File: config.mk
export PLATFORM = sky130hd
export DESIGN_NAME = iob2axil
export DESIGN_NICKNAME = d
export VERILOG_FILES = /design/src/rtl/iob2axil.sv
export SDC_FILE = /design/constraint.sdc
export NUM_CORES = 1
export LEC_CHECK = 0
export ABC_AREA = 1
export CORE_UTILIZATION = 35
export DETAILED_ROUTE_END_ITERATION = 16
export GPL_ROUTABILITY_DRIVEN = 0
export PLACE_DENSITY_LB_ADDON = 0.3
export RECOVER_POWER = 50
export SYNTH_ARGS = -nofsm -noshare
export SYNTH_HDL_FRONTEND = slang
export SYNTH_SLANG_ARGS = --single-unit
File: constraint.sdc
create_clock -name clk_i -period 1.4 [get_ports clk_i]
set_clock_uncertainty 0.05 [all_clocks]
set_input_delay 0.28 -clock clk_i [delete_from_list [all_inputs] [get_ports clk_i]]
set_output_delay 0.28 -clock clk_i [all_outputs]
set_load 0.01 [all_outputs]
File: src/rtl/iob2axil.sv
// rtl/iob2axil.sv - IOb slave to AXI4-Lite master bridge, one outstanding transaction
module iob2axil #(
   parameter int ADDR_W      = 21,
   parameter int DATA_W      = 32,
   parameter int AXIL_ADDR_W = ADDR_W,
   parameter int AXIL_DATA_W = DATA_W
) (
   input  logic                   clk_i,
   input  logic                   cke_i,
   input  logic                   rst_i,
   input  logic                   iob_avalid_i,
   input  logic [ADDR_W-1:0]      iob_addr_i,
   input  logic [DATA_W-1:0]      iob_wdata_i,
   input  logic [DATA_W/8-1:0]    iob_wstrb_i,
   output logic                   iob_rvalid_o,
   output logic [DATA_W-1:0]      iob_rdata_o,
   output logic                   iob_ready_o,
   output logic [AXIL_ADDR_W-1:0] axil_awaddr_o,
   output logic [2:0]             axil_awprot_o,
   output logic                   axil_awvalid_o,
   input  logic                   axil_awready_i,
   output logic [DATA_W-1:0]      axil_wdata_o,
   output logic [DATA_W/8-1:0]    axil_wstrb_o,
   output logic                   axil_wvalid_o,
   input  logic                   axil_wready_i,
   input  logic [1:0]             axil_bresp_i,
   input  logic                   axil_bvalid_i,
   output logic                   axil_bready_o,
   output logic [AXIL_ADDR_W-1:0] axil_araddr_o,
   output logic [2:0]             axil_arprot_o,
   output logic                   axil_arvalid_o,
   input  logic                   axil_arready_i,
   input  logic [DATA_W-1:0]      axil_rdata_i,
   input  logic [1:0]             axil_rresp_i,
   input  logic                   axil_rvalid_i,
   output logic                   axil_rready_o,
   output logic                   err_o,
   input  logic                   err_clr_i
);

   typedef enum logic [2:0] {IDLE, WR, WR_B, RD_A, RD_D} state_t;

   if (AXIL_DATA_W != DATA_W) begin : g_bad_data_w
      $error("iob2axil: AXIL_DATA_W must equal DATA_W");
   end

   state_t              state_q, state_d;
   logic [ADDR_W-1:0]   addr_q, addr_d;
   logic [DATA_W-1:0]   wdata_q, wdata_d;
   logic [DATA_W/8-1:0] wstrb_q, wstrb_d;
   logic [DATA_W-1:0]   rdata_q, rdata_d;
   logic awvalid_q, awvalid_d, wvalid_q, wvalid_d;
   logic aw_done_q, aw_done_d, w_done_q, w_done_d;
   logic bready_q, bready_d, arvalid_q, arvalid_d;
   logic rready_q, rready_d, rvalid_q, rvalid_d;
   logic err_q, err_d;
   logic aw_hs, w_hs, b_hs, ar_hs, r_hs;

   assign aw_hs = awvalid_q & axil_awready_i;
   assign w_hs  = wvalid_q & axil_wready_i;
   assign b_hs  = bready_q & axil_bvalid_i;
   assign ar_hs = arvalid_q & axil_arready_i;
   assign r_hs  = rready_q & axil_rvalid_i;

   always_comb begin
      state_d   = state_q;
      addr_d    = addr_q;
      wdata_d   = wdata_q;
      wstrb_d   = wstrb_q;
      rdata_d   = rdata_q;
      awvalid_d = awvalid_q;
      wvalid_d  = wvalid_q;
      aw_done_d = aw_done_q;
      w_done_d  = w_done_q;
      bready_d  = bready_q;
      arvalid_d = arvalid_q;
      rready_d  = rready_q;
      rvalid_d  = 1'b0;
      err_d     = err_q;
      case (state_q)
         IDLE: begin
            if (iob_avalid_i) begin
               addr_d  = iob_addr_i;
               wdata_d = iob_wdata_i;
               wstrb_d = iob_wstrb_i;
               if (|iob_wstrb_i) begin
                  state_d   = WR;
                  awvalid_d = 1'b1;
                  wvalid_d  = 1'b1;
                  aw_done_d = 1'b0;
                  w_done_d  = 1'b0;
               end else begin
                  state_d   = RD_A;
                  arvalid_d = 1'b1;
               end
            end
         end
         WR: begin
            // AW and W retire independently; B is only opened once both are in.
            if (aw_hs) begin
               awvalid_d = 1'b0;
               aw_done_d = 1'b1;
            end
            if (w_hs) begin
               wvalid_d = 1'b0;
               w_done_d = 1'b1;
            end
            if ((aw_done_q | aw_hs) && (w_done_q | w_hs)) begin
               state_d  = WR_B;
               bready_d = 1'b1;
            end
         end
         WR_B: begin
            if (b_hs) begin
               bready_d = 1'b0;
               state_d  = IDLE;
            end
         end
         RD_A: begin
            if (ar_hs) begin
               arvalid_d = 1'b0;
               rready_d  = 1'b1;
               state_d   = RD_D;
            end
         end
         RD_D: begin
            if (r_hs) begin
               rdata_d  = axil_rdata_i;
               rvalid_d = 1'b1;
               rready_d = 1'b0;
               state_d  = IDLE;
            end
         end
         default: state_d = IDLE;
      endcase
      if (err_clr_i) err_d = 1'b0;
      if ((b_hs && (axil_bresp_i != 2'b00)) || (r_hs && (axil_rresp_i != 2'b00))) err_d = 1'b1;
   end

   always_ff @(posedge clk_i) begin
      if (rst_i) begin
         state_q   <= IDLE;
         addr_q    <= '0;
         wdata_q   <= '0;
         wstrb_q   <= '0;
         rdata_q   <= '0;
         awvalid_q <= 1'b0;
         wvalid_q  <= 1'b0;
         aw_done_q <= 1'b0;
         w_done_q  <= 1'b0;
         bready_q  <= 1'b0;
         arvalid_q <= 1'b0;
         rready_q  <= 1'b0;
         rvalid_q  <= 1'b0;
         err_q     <= 1'b0;
      end else if (cke_i) begin
         state_q   <= state_d;
         addr_q    <= addr_d;
         wdata_q   <= wdata_d;
         wstrb_q   <= wstrb_d;
         rdata_q   <= rdata_d;
         awvalid_q <= awvalid_d;
         wvalid_q  <= wvalid_d;
         aw_done_q <= aw_done_d;
         w_done_q  <= w_done_d;
         bready_q  <= bready_d;
         arvalid_q <= arvalid_d;
         rready_q  <= rready_d;
         rvalid_q  <= rvalid_d;
         err_q     <= err_d;
      end
   end

   logic [AXIL_ADDR_W-1:0] axil_addr;
   if (AXIL_ADDR_W > ADDR_W) begin : g_addr_ext
      assign axil_addr = {{(AXIL_ADDR_W-ADDR_W){1'b0}}, addr_q};
   end else begin : g_addr_trunc
      assign axil_addr = addr_q[AXIL_ADDR_W-1:0];
   end

   assign iob_ready_o    = (state_q == IDLE);
   assign iob_rvalid_o   = rvalid_q;
   assign iob_rdata_o    = rdata_q;
   assign axil_awaddr_o  = axil_addr;
   assign axil_araddr_o  = axil_addr;
   assign axil_awprot_o  = 3'b000;
   assign axil_arprot_o  = 3'b000;
   assign axil_awvalid_o = awvalid_q;
   assign axil_wdata_o   = wdata_q;
   assign axil_wstrb_o   = wstrb_q;
   assign axil_wvalid_o  = wvalid_q;
   assign axil_bready_o  = bready_q;
   assign axil_arvalid_o = arvalid_q;
   assign axil_rready_o  = rready_q;
   assign err_o          = err_q;

endmodule

==> results.sh <==
export IMPL_status="finished with violations"
export IMPL_violations="negative setup slack"
export IMPL_crit_buf_inv=4
export IMPL_synth_ff_type="dfxtp_1"
export IMPL_fmax_ghz=0.666
export IMPL_grt_use_total_pct=21.7
export IMPL_setup_tns_ns=-5.21
export IMPL_nets=853
export IMPL_path_cells="nor2_4 > nand2_4 > inv_4 > buf_6 > nand3_4 > buf_12 > buf_12 > o21ai_4 > a21oi_2"
export IMPL_reg2regPathDepth=9
export IMPL_drc_errors=0
export IMPL_critPathSlowestCell="dfxtp_2"
export IMPL_start_util_pct=36.1
export IMPL_async_reset_ff_share_pct=0
export IMPL_peakVddDrop_mv=1.10
export IMPL_coreArea_um2=11500
export IMPL_yosysWarnings=0
export IMPL_whs_ns=0.394
export IMPL_cpMostUsedCell="buf_12"
export IMPL_synthDistinctLibCells=29
export IMPL_drt_iter0_drc=130
export IMPL_synth_edff_count=0
export IMPL_hp_start="axil_wdata_o[28]$_SDFFE_PP0P_"
export IMPL_ff2ff_setup_slack_ns=-0.10
export IMPL_clk_path_buf_depth=2
export IMPL_timing_rr_start="state_q[1]$_SDFFE_PP0P_"
export IMPL_synth_top_area_share_pct=48.9
export IMPL_grt_ovfl_total=0
export IMPL_fin_area_um2=7390
export IMPL_regArea_um2=2020
export IMPL_multi_input_area_um2=1860
export IMPL_worst_ep_required_time_ns=1.58
export IMPL_grt_busiest_layer="met2"
export IMPL_crit_fanout=14
export IMPL_arrival_ns=1.68
export IMPL_final_util_pct=64.5
export IMPL_syn_inst=520
export IMPL_placedCellCount=858
export IMPL_min_path_type="register to register"
export IMPL_hold_buffers=0
export IMPL_via_per_inst=4.64
export IMPL_hold_viol_final=0
export IMPL_first_pass_iters=4
export IMPL_ant_nets=0
export IMPL_critPathTopFamily="buffers and inverters"
export IMPL_use_met1_pct=23.9
export IMPL_hold_end="axil_wdata_o[28]$_SDFFE_PP0P_"
export IMPL_start_kind="register"
export IMPL_synth_seq_cells=101
export IMPL_antennaDiodeCount=0
export IMPL_drv_cap=0
export IMPL_worst_r2r_endpoint="axil_araddr_o[5]$_SDFFE_PP0P_"
export IMPL_ys_seq_area_share_pct=48.9
export IMPL_slew_violations=0
export IMPL_nFillCells=963
export IMPL_rsz0062_at_grt="true"
export IMPL_power_density_nw_per_um2=1460
export IMPL_routed_wl_mm=13.5
export IMPL_die_h_um=111
export IMPL_cts_tree="yes"
export IMPL_rows=39
export IMPL_cp_depth=9
export IMPL_grt_pass1_vias=4214
export IMPL_setup_slack_ns=-0.101
export IMPL_htreeDepth=3
export IMPL_cts_root_buf="clkbuf_16"
export IMPL_cts_inserted_buffers=9
export IMPL_fin_crit_sh_pct=107
export IMPL_clkLatencyLatePin_ns=0.34
export IMPL_p_leak_nw=3.41
export IMPL_wl_per_cell_um=15.0
export IMPL_crit_type="register to register"
export IMPL_avgSynthCellArea_um2=7.95
export IMPL_num_vias=4171
export IMPL_grt_util_met2_pct=40.5
export IMPL_clkTransAtPathRegs_ns=0.07
export IMPL_final_cells=898
export IMPL_synth_area_um2=4140
export IMPL_pin_count=227
export IMPL_grt_max_degree=49
export IMPL_synth_area_top_cells="dfxtp_1 49%, o21ai_0 11%, a21oi_1 8.0%"
export IMPL_die_width_um=111
export IMPL_layout_commonest_cell="dlygate4sd2_1"
export IMPL_slowest_delay_ns=0.33
export IMPL_layout_common_cells="117 x dlygate4sd2_1, 102 x clkdlybuf4s50_1, 99 x dfxtp_1"
export IMPL_end_kind="register"
export IMPL_setup_violations=86
export IMPL_antenna_found_initial=0
export IMPL_grtUsageMet3_pct=6.07
export IMPL_port_buffers=220
export IMPL_grt_pass1_wl_mm=21.3
export IMPL_yosys_area_top_type="dfxtp_1"
export IMPL_hold_depth=2
export IMPL_drive_above_1_share_pct=26.6
export IMPL_fin_crit_ns=1.50
export IMPL_hpwlAfterDp_mm=8.26
export IMPL_cts_sinks=101
export IMPL_place_area_um2=6360
export IMPL_die_area_um2=12300
export IMPL_area_delta_synth_final_pct=78.7
-- registers in the layout, summed over array words and instances (netlist names), 3 cells and up --
register,flops
axil_araddr_o,21
axil_wdata_o,32
axil_wstrb_o,4
iob_rdata_o,32
state_q,3
-- Yosys cell counts, types with 2 or more instances --
cell      count
a21oi_1      66
buf_2         2
buf_4        27
buf_6        13
clkbuf_1      7
clkbuf_2      5
dfxtp_1     101
inv_1        67
inv_2         2
nand2_1      34
nand2_2       2
nand3_1       4
nand3b_1      2
nor2_1       70
nor2_2       11
nor3_1        2
nor3_2        2
o21ai_0      90
o21ai_1       3
-- cell families after synthesis --
kind of cell | after synthesis | share of synthesized area [%]
AOI/OAI and AO/OA | 161 | 19.8
buffers and inverters | 126 | 16.8
DFF | 101 | 48.9
other | 1 | 0.0907
and+or+nand+nor | 131 | 14.4
-- through the flow --
stage / setup slack (ns) / total power, mW
after floorplan: 0.0473 / 5.70
after global placement: -0.248 / 7.41
after detailed placement: -0.266 / 7.50
after CTS: -0.139 / 10.4
after global routing: -0.169 / 11.4
final: -0.101 / 10.8
-- tightest hold or removal path: stages, from the launching register on --
cell	delay (ns)
dfxtp_1	0.31
inv_1	0.05
a21oi_1	0.05
-- metal layers --
layer  routed length (µm)  vias up
li1                     -     2086
met1                 5350     1922
met2                 7140      153
met3                  895       10
met4                  121        0
met5                    0        -
-- report_power, final --
group          internal [mW]  switching [mW]  total [mW]
logic                   2.41            2.38        4.78
clock network           1.21            1.08        2.29
registers               3.39           0.299        3.69
total                   7.01            3.75        10.8
-- worst max-delay path by stage --
| stage | start | end | slack (ns) |
|---|---|---|---|
| 3_5_place_dp | iob_avalid_i | state_q[0]$_SDFFE_PP0P_ | -0.27 |
| 6_report | state_q[1]$_SDFFE_PP0P_ | axil_araddr_o[5]$_SDFFE_PP0P_ | -0.10 |
| 5_1_grt | state_q[2]$_SDFFE_PP0P_ | axil_wdata_o[12]$_SDFFE_PP0P_ | -0.17 |
| 3_3_place_gp | iob_avalid_i | state_q[0]$_SDFFE_PP0P_ | -0.25 |
| 2_1_floorplan | state_q[1]$_SDFFE_PP0P_ | axil_araddr_o[16]$_SDFFE_PP0P_ | 0.05 |
| 4_1_cts | state_q[1]$_SDFFE_PP0P_ | iob_ready_o | -0.14 |
-- what timing repair did --
| item | 4_1_cts | 5_1_grt |
|---|---|---|
| setup buffers | 10 | 2 |
| endpoints found under the setup margin | 206 | 101 |
| gates resized for setup | 248 | 74 |
| pin swaps | 6 | 11 |
| cloned | 11 | 1 |
-- final cells by class --
class / instances / area share, %
clock buffers: 11 / 3.15
clock inverters: 5 / 0.491
inverters: 70 / 3.81
multi-input cells: 298 / 25.2
flip-flops and latches: 101 / 27.4
well taps: 143 / 2.42
repair buffers: 268 / 37.1
repair inverters: 2 / 0.491
No activity file was read; power rests on OpenSTA's default activity.
